<file path="src/rtl/uart_tx_only3_if.sv">
// Host-side handshake bundle for the UART transmitter: byte write strobe and
// holding-register / frame status flags.
interface uart_tx_only3_if;
  logic [7:0] din;
  logic       load;
  logic       empty;
  logic       busy;
  logic       done;
  logic       overrun;

  modport master (output din, load, input empty, busy, done, overrun);
  modport slave  (input din, load, output empty, busy, done, overrun);
endinterface

</file>
<file path="src/rtl/uart_tx_only3.sv">
// UART transmitter paced by a shared 16x baud enable: one-deep holding register,
// start / 8 data LSB-first / optional parity / 1-2 stop bits on a registered txd.
module uart_tx_only3 #(
  parameter int STOP_BITS  = 1,
  parameter int PARITY_EN  = 0,
  parameter int PARITY_ODD = 0
) (
  input  logic             clk,
  input  logic             reset_n,
  input  logic             bclk,
  uart_tx_only3_if.slave   host,
  output logic             txd,
  output logic [3:0]       CS
);

  typedef enum logic [3:0] {
    IDLE   = 4'd0,
    START  = 4'd1,
    DATA   = 4'd2,
    PARITY = 4'd3,
    STOP   = 4'd4
  } state_t;

  localparam logic       ODD_L      = (PARITY_ODD != 0);
  localparam logic [2:0] LAST_STOP  = 3'(STOP_BITS - 1);

  function automatic logic parity_of(input logic [7:0] data, input logic odd);
    return (^data) ^ odd;
  endfunction

  state_t     state_r, state_nxt_s;
  logic [7:0] hold_r, shift_r, shift_nxt_s;
  logic [3:0] bitcnt_r, bitcnt_nxt_s, bitcnt_inc_s;
  logic [2:0] bitidx_r, bitidx_nxt_s;
  logic       empty_r, par_r, txd_r, busy_r, done_r, overrun_r;
  logic       tick_s, load_frame_s, done_nxt_s, txd_nxt_s;

  assign tick_s       = bclk && (bitcnt_r == 4'd15);
  assign bitcnt_inc_s = bclk ? (bitcnt_r + 4'd1) : bitcnt_r;

  // Next-state, bit sequencing and baud counter for the frame FSM.
  always_comb begin
    state_nxt_s  = state_r;
    shift_nxt_s  = shift_r;
    bitcnt_nxt_s = bitcnt_r;
    bitidx_nxt_s = bitidx_r;
    load_frame_s = 1'b0;
    done_nxt_s   = 1'b0;
    case (state_r)
      IDLE: begin
        if (!empty_r) begin
          state_nxt_s  = START;
          shift_nxt_s  = hold_r;
          bitcnt_nxt_s = 4'd0;
          bitidx_nxt_s = 3'd0;
          load_frame_s = 1'b1;
        end else begin
          state_nxt_s  = IDLE;
        end
      end
      START: begin
        bitcnt_nxt_s = bitcnt_inc_s;
        if (tick_s) begin
          state_nxt_s = DATA;
        end else begin
          state_nxt_s = START;
        end
      end
      DATA: begin
        bitcnt_nxt_s = bitcnt_inc_s;
        if (tick_s) begin
          shift_nxt_s = {1'b0, shift_r[7:1]};
          if (bitidx_r == 3'd7) begin
            bitidx_nxt_s = 3'd0;
            state_nxt_s  = (PARITY_EN != 0) ? PARITY : STOP;
          end else begin
            bitidx_nxt_s = bitidx_r + 3'd1;
          end
        end else begin
          state_nxt_s = DATA;
        end
      end
      PARITY: begin
        bitcnt_nxt_s = bitcnt_inc_s;
        if (tick_s) begin
          state_nxt_s  = STOP;
          bitidx_nxt_s = 3'd0;
        end else begin
          state_nxt_s = PARITY;
        end
      end
      STOP: begin
        bitcnt_nxt_s = bitcnt_inc_s;
        // bitidx is reused to count stop-bit periods
        if (tick_s) begin
          if (bitidx_r == LAST_STOP) begin
            state_nxt_s = IDLE;
            done_nxt_s  = 1'b1;
          end else begin
            bitidx_nxt_s = bitidx_r + 3'd1;
          end
        end else begin
          state_nxt_s = STOP;
        end
      end
      default: begin
        state_nxt_s = IDLE;
      end
    endcase
  end

  // Line level for the state being entered, so txd is registered alongside it.
  always_comb begin
    txd_nxt_s = 1'b1;
    case (state_nxt_s)
      START:   txd_nxt_s = 1'b0;
      DATA:    txd_nxt_s = shift_nxt_s[0];
      PARITY:  txd_nxt_s = par_r;
      default: txd_nxt_s = 1'b1;
    endcase
  end

  // Frame state, shift register, counters and registered line outputs.
  always_ff @(posedge clk or negedge reset_n) begin
    if (!reset_n) begin
      state_r  <= IDLE;
      shift_r  <= 8'd0;
      bitcnt_r <= 4'd0;
      bitidx_r <= 3'd0;
      par_r    <= 1'b0;
      txd_r    <= 1'b1;
      busy_r   <= 1'b0;
      done_r   <= 1'b0;
    end else begin
      state_r  <= state_nxt_s;
      shift_r  <= shift_nxt_s;
      bitcnt_r <= bitcnt_nxt_s;
      bitidx_r <= bitidx_nxt_s;
      if (load_frame_s) begin
        par_r <= parity_of(hold_r, ODD_L);
      end else begin
        par_r <= par_r;
      end
      txd_r    <= txd_nxt_s;
      busy_r   <= (state_nxt_s != IDLE);
      done_r   <= done_nxt_s;
    end
  end

  // Holding register: accepts a byte only while empty, flags overrun otherwise.
  always_ff @(posedge clk or negedge reset_n) begin
    if (!reset_n) begin
      hold_r    <= 8'd0;
      empty_r   <= 1'b1;
      overrun_r <= 1'b0;
    end else begin
      overrun_r <= host.load && !empty_r;
      if (host.load && empty_r) begin
        hold_r  <= host.din;
        empty_r <= 1'b0;
      end else if (load_frame_s) begin
        empty_r <= 1'b1;
      end else begin
        empty_r <= empty_r;
      end
    end
  end

  assign txd          = txd_r;
  assign CS           = state_r;
  assign host.empty   = empty_r;
  assign host.busy    = busy_r;
  assign host.done    = done_r;
  assign host.overrun = overrun_r;

endmodule
</file>
<file path="src/flat_wrapper.sv">
// flat-port wrapper written by rule: the top's interface ports become plain ports
module uart_tx_only3_flat 
#(
  parameter int STOP_BITS  = 1,
  parameter int PARITY_EN  = 0,
  parameter int PARITY_ODD = 0
)
  (clk, reset_n, bclk, txd, CS, host_din, host_load, host_empty, host_busy, host_done, host_overrun);
  uart_tx_only3_if host_i ();
  input  logic clk;
  input  logic reset_n;
  input  logic bclk;
  output logic txd;
  output logic [3:0] CS;
  input wire logic [$bits(host_i.din)-1:0] host_din;
  input wire logic [$bits(host_i.load)-1:0] host_load;
  output wire logic [$bits(host_i.empty)-1:0] host_empty;
  output wire logic [$bits(host_i.busy)-1:0] host_busy;
  output wire logic [$bits(host_i.done)-1:0] host_done;
  output wire logic [$bits(host_i.overrun)-1:0] host_overrun;
  assign host_i.din = host_din;
  assign host_i.load = host_load;
  assign host_empty = host_i.empty;
  assign host_busy = host_i.busy;
  assign host_done = host_i.done;
  assign host_overrun = host_i.overrun;
  uart_tx_only3 #(.STOP_BITS(STOP_BITS), .PARITY_EN(PARITY_EN), .PARITY_ODD(PARITY_ODD)) u_core (.clk(clk), .reset_n(reset_n), .bclk(bclk), .host(host_i), .txd(txd), .CS(CS));
endmodule
</file>
<file path="config.mk">
export PLATFORM = sky130hd
export DESIGN_NAME = uart_tx_only3_flat
export DESIGN_NICKNAME = d
export VERILOG_FILES = /design/src/rtl/uart_tx_only3_if.sv /design/src/rtl/uart_tx_only3.sv /design/src/flat_wrapper.sv
export SDC_FILE = /design/constraint.sdc
export NUM_CORES = 1
export LEC_CHECK = 0
export ABC_AREA = 1
export CAP_MARGIN = 40
export CELL_PAD_IN_SITES_DETAIL_PLACEMENT = 0
export CELL_PAD_IN_SITES_GLOBAL_PLACEMENT = 1
export CORE_UTILIZATION = 44
export DETAILED_ROUTE_END_ITERATION = 10
export HOLD_SLACK_MARGIN = 0.05
export PLACE_DENSITY = 0.87
export SYNTH_ARGS = -nofsm -noshare
export SYNTH_HDL_FRONTEND = slang
export SYNTH_SLANG_ARGS = --single-unit
</file>
<file path="constraint.sdc">
create_clock -name clk -period 2.6 [get_ports clk]
set_input_delay 0.52 -clock clk [delete_from_list [all_inputs] [get_ports clk]]
set_output_delay 0.52 -clock clk [all_outputs]
set_load 0.05 [all_outputs]
</file>
# Yosys cells after proc, flatten, opt, wreduce, memory -nomap -nowiden
# Cells that the tools add are included.
# word_totals
regBits	33
inputBits	12
out_inout_bits	9
# op_classes
addsub	2
eq_ne	15
n_mux	29
reduce_logical	16
# op_table
cell	count
$mux W4	6
$mux W3	7
$pmux W4 S5	1
$eq A4 B2 Y1 const B	4
$mux W8	2
$pmux W8 S2	1
$pmux W3 S4	1
$eq A4 B1 Y1 const B	2
$mux W1	8
$ne A2 B1 Y1 const B	4
$pmux W4 S2	1
$reduce_bool A4 Y1	2
$reduce_xor A8 Y1	1
$reduce_and A3 Y1	2
$reduce_and A6 Y1	1
$reduce_bool A2 Y1	3
$add A4 B1 Y4 const B	1
$eq A4 B3 Y1 const B	1
$eq A4 B4 Y1 const B	1
$logic_not A4 Y1	1
$ne A2 B2 Y1 const B	2
$reduce_or A4 Y1	1
$add A3 B1 Y3 const B	1
$eq A3 B3 Y1 const B	1
other kinds (5)	7

# Logic depth before layout (Yosys ltp)
# logic_depth
ltp_word	6
ltp_mapped	10
mapped_depth_nobuf	10

# Worst setup path before layout
# No wires, ideal clock.
# synth_path
path_type	flip-flop to flip-flop
from	reg u_core.state_r[3] (netlist: u_core.CS[3])
to	reg u_core.busy_r (netlist: u_core.host.busy)
t_arrival_ns	1.525
t_required_ns	2.476
path_slack_ns	0.951
path_stages_with_launch	7
n_path_buf	0
path_cell_list	dfrtp_1 > inv_1 > nand2_1 > nor2_2 > a21oi_1 > nand3_1 > or2_1
# synth_via
elab_chain_cells	4
word_cells_on_any_way	11
classes_between	eq/ne (4); mux (5); reduce/logical (2)
# synth_lines
item	line_no	text
start: declaration	uart_tx_only3.sv:31	state_t state_r, state_nxt_s;
start signal: assignment	uart_tx_only3.sv:135	state_r <= state_nxt_s;
$mux W4, on equally long branches	uart_tx_only3.sv:96, uart_tx_only3.sv:73	
$mux W4, on equally long branches	uart_tx_only3.sv:95, uart_tx_only3.sv:71	
$pmux W4 S5 *	uart_tx_only3.sv:49	case (state_r)
$reduce_bool A4 Y1 *	uart_tx_only3.sv:145	busy_r <= (state_nxt_s != IDLE);
end signal: assignment	uart_tx_only3.sv:145	
end: declaration	uart_tx_only3.sv:35	logic empty_r, par_r, txd_r, busy_r, done_r, overrun_r;
# Mark *: on every way between the ends. The rest lies on a longest branch, timed or not.
# A chain may end at the register's enable or synchronous reset.

# Final worst setup path
# layout_path
from	reg u_core.empty_r (netlist: u_core.host.empty)
to	out host_empty
# layout_rtl
item	line_no	text
start: declaration	uart_tx_only3.sv:35	
start signal: assignment	uart_tx_only3.sv:164	empty_r <= empty_r;
end: declaration	flat_wrapper.sv:17	output wire logic [$bits(host_i.empty)-1:0] host_empty;
# No word-level cell between the ends.

==> results.json <==
{
  "status": "completed",
  "path_clk_slew_ps": 70,
  "std_cell_rows": 22,
  "cp.buffers_inverters": 1,
  "postCtsSetupBuffers": 0,
  "routabilityCongestion": 0.787,
  "grtUsageTotal_pct": 19.3,
  "crit_arrival_ps": 1670,
  "core-area_um2": 3660,
  "slew_headroom_pct": 65.6,
  "grt_pass1_vias": 1249,
  "synth_cells": 191,
  "dp_hpwl_um": 2490,
  "grt_max_degree": 34,
  "fin_skew_ps": 4.16,
  "fin_nets": 235,
  "hold_viol": 0,
  "critPathSlowestCell": "clkdlybuf4s50_1",
  "synth_area_um2": 1680,
  "dp_cells": 260,
  "fin_crit_ps": 2190,
  "fin_hold_ws_ps": 479,
  "drc": 0,
  "synth_cell_type_count": 28,
  "cp_slowest_stage_delay_ps": 810,
  "cts_hold_buf": 0,
  "antenna_cells": 0,
  "drv_cap": 0,
  "final_core_util_pct": 56.5,
  "cts_tree": "done",
  "ys_ff_latch": 33,
  "start_kind": "register",
  "worstSetupPathType": "register to output port",
  "hold_class": "register to register",
  "pre_cts_slack_ps": 579,
  "wl_um": 3440,
  "pin_count": 21,
  "cts.path.max_buffers": 2,
  "worstHoldStart": "u_core.shift_r[0]",
  "grt_use_met1_pct": 25.7,
  "grtUsageMet2_pct": 28.6,
  "worstReg2RegStart": "u_core.bitcnt_r[0]",
  "drive_gt1_share_pct": 14.1,
  "syn_to_final_growth_pct": 22.8,
  "viasPerCell": 4.89,
  "crit_fanout": 5,
  "final_cells": 268,
  "power.leakage_nw": 0.999,
  "port_buffers": 20,
  "setup_ws_ps": 413,
  "irDropWorstVdd_mv": 0.438,
  "final_common_cell": "nand2_1",
  "ys_seq_area_share_pct": 49.2,
  "cts-root-buf": "clkbuf_8",
  "syn_nets": 207,
  "start_util_pct": 46.0,
  "clock_latency_ps": 290,
  "ant_nets": 0,
  "die_area_um2": 4080,
  "die_y_um": 63.9,
  "die_w_um": 63.9,
  "cts_buffers": 5,
  "p_per_area_nw_per_um2": 992,
  "cts-htree-levels": 2,
  "cp-startpoint": "u_core.host.empty",
  "period_share_pct": 84.1,
  "regToRegSetupSlack_ps": 950,
  "clock.fmax_mhz": 457,
  "cts_resized": 0,
  "cp_data_required_time_ps": 2080,
  "drt-wirelength-per-cell_um": 12.8,
  "cp-end-kind": "output port",
  "setup_viol": 0,
  "worstMarginPinSlew_ps": 514,
  "syn_avg_cell_area_um2": 8.82,
  "cts.sinks": 33,
  "overflow": 0,
  "cp_cell_sequence": "clkdlybuf4s50_1",
  "antenna_found_initial": 0,
  "setup-tns-final_ps": 0,
  "mostFrequentLayoutCells": "nand2_1, dfrtp_1, inv_1, clkdlybuf4s50_1, o21ai_0",
  "num-fill-cells": 321,
  "first_pass_iters": 4,
  "yosys_warnings": 0,
  "grt_use_met3_pct": 5.71,
  "rsz0062_at_grt": "false",
  "grt.busiest_layer": "met2",
  "crit_family": "buffers and inverters",
  "grt_pass1_wl_um": 5930,
  "via_count": 1311,
  "slew_violations": 0,
  "drt_iter0_markers": 138
}
-- worst register-to-register path, delay by kind of cell, from the launching register on --
kind | cells | cell delay (ps)
AO/OA/AOI/OAI | 1 | 180
AND/OR/NAND/NOR | 5 | 760
flip-flops | 1 | 400
adder cells (fa/ha/maj) | 1 | 200
-- Yosys cell counts, drive strengths merged --
cell	count	area, um2
a21boi	2	15.0
a21oi	5	25.0
a22o	1	8.76
a22oi	6	45.0
conb	1	3.75
dfrtp	31	776
dfstp	2	52.6
ha	4	50.1
inv	24	90.1
mux2	7	78.8
nand2	59	226
nand3	11	70.1
nand3b	1	7.51
nand4	1	6.26
nor2	13	71.3
nor3	1	5.00
o211ai	1	7.51
o21ai	10	53.8
or2	2	12.5
xnor2	6	52.6
xor2	3	26.3
-- registers in the layout, indices dropped and copies added, names as in the netlist --
register             count
u_core.hold_r            8
u_core.shift_r           8
u_core.CS                4
u_core.bitcnt_r          4
u_core.bitidx_r          3
u_core.host.busy         1
u_core.host.done         1
u_core.host.empty        1
u_core.host.overrun      1
u_core.par_r             1
u_core.txd               1
-- layout make-up --
cell class	instances	area, um2	share of cell area (%)
repair buffers	21	208	10.0
clock buffers	7	86.3	4.17
multi-input cells	134	766	37.0
well taps	48	60.1	2.90
inverters	24	90.1	4.36
clock inverters	1	30.0	1.45
flip-flops and latches	33	828	40.0
-- layer usage --
metal  wire length, um  part of all wire (%)  vias to the layer above
li1                  -                     -                      666
met1              1690                    49                      612
met2              1530                    44                       28
met3               154                   4.5                        5
met4                63                   1.8                        0
met5                 0                     0                        -
-- where the power goes --
| group | switching [mW] | internal (mW) | total, mW |
|---|---|---|---|
| Combinational | 0.404 | 0.316 | 0.720 |
| Clock | 0.188 | 0.312 | 0.501 |
| Sequential | 0.146 | 0.685 | 0.831 |
| Total | 0.738 | 1.31 | 2.05 |
-- worst paths after layout --
check / endpoint / cells past startpoint
worst max-delay path: host_empty / 1
worst min-delay path: u_core.shift_r[0] / 2
worst max register to register: u_core.host.busy / 7
worst min register to register: u_core.shift_r[0] / 2
max in group asynchronous: u_core.txd / 2
min in group asynchronous: u_core.shift_r[3] / 2
-- metrics by stage --
stage                     power [mW]  instance area, um2
after floorplan                 1.36                1680
after global placement          1.54                1950
after detailed placement        1.57                1950
after CTS                       2.08                2070
after global routing            2.22                2070
final                           2.05                2070
-- cell families (layout without fill, tap and decap cells) --
| family | count (synthesis) | count (layout) | share of synthesized area, % |
|---|---|---|---|
| other cells | 1 | 1 | 0.223 |
| compound gates | 25 | 25 | 9.21 |
| fa+ha+maj | 4 | 4 | 2.97 |
| mux | 7 | 7 | 4.68 |
| buf+inv | 24 | 53 | 5.35 |
| xor+xnor | 9 | 9 | 4.68 |
| flops | 33 | 33 | 49.2 |
| simple gates | 88 | 88 | 23.7 |
Power figures use the tool's default switching activity.
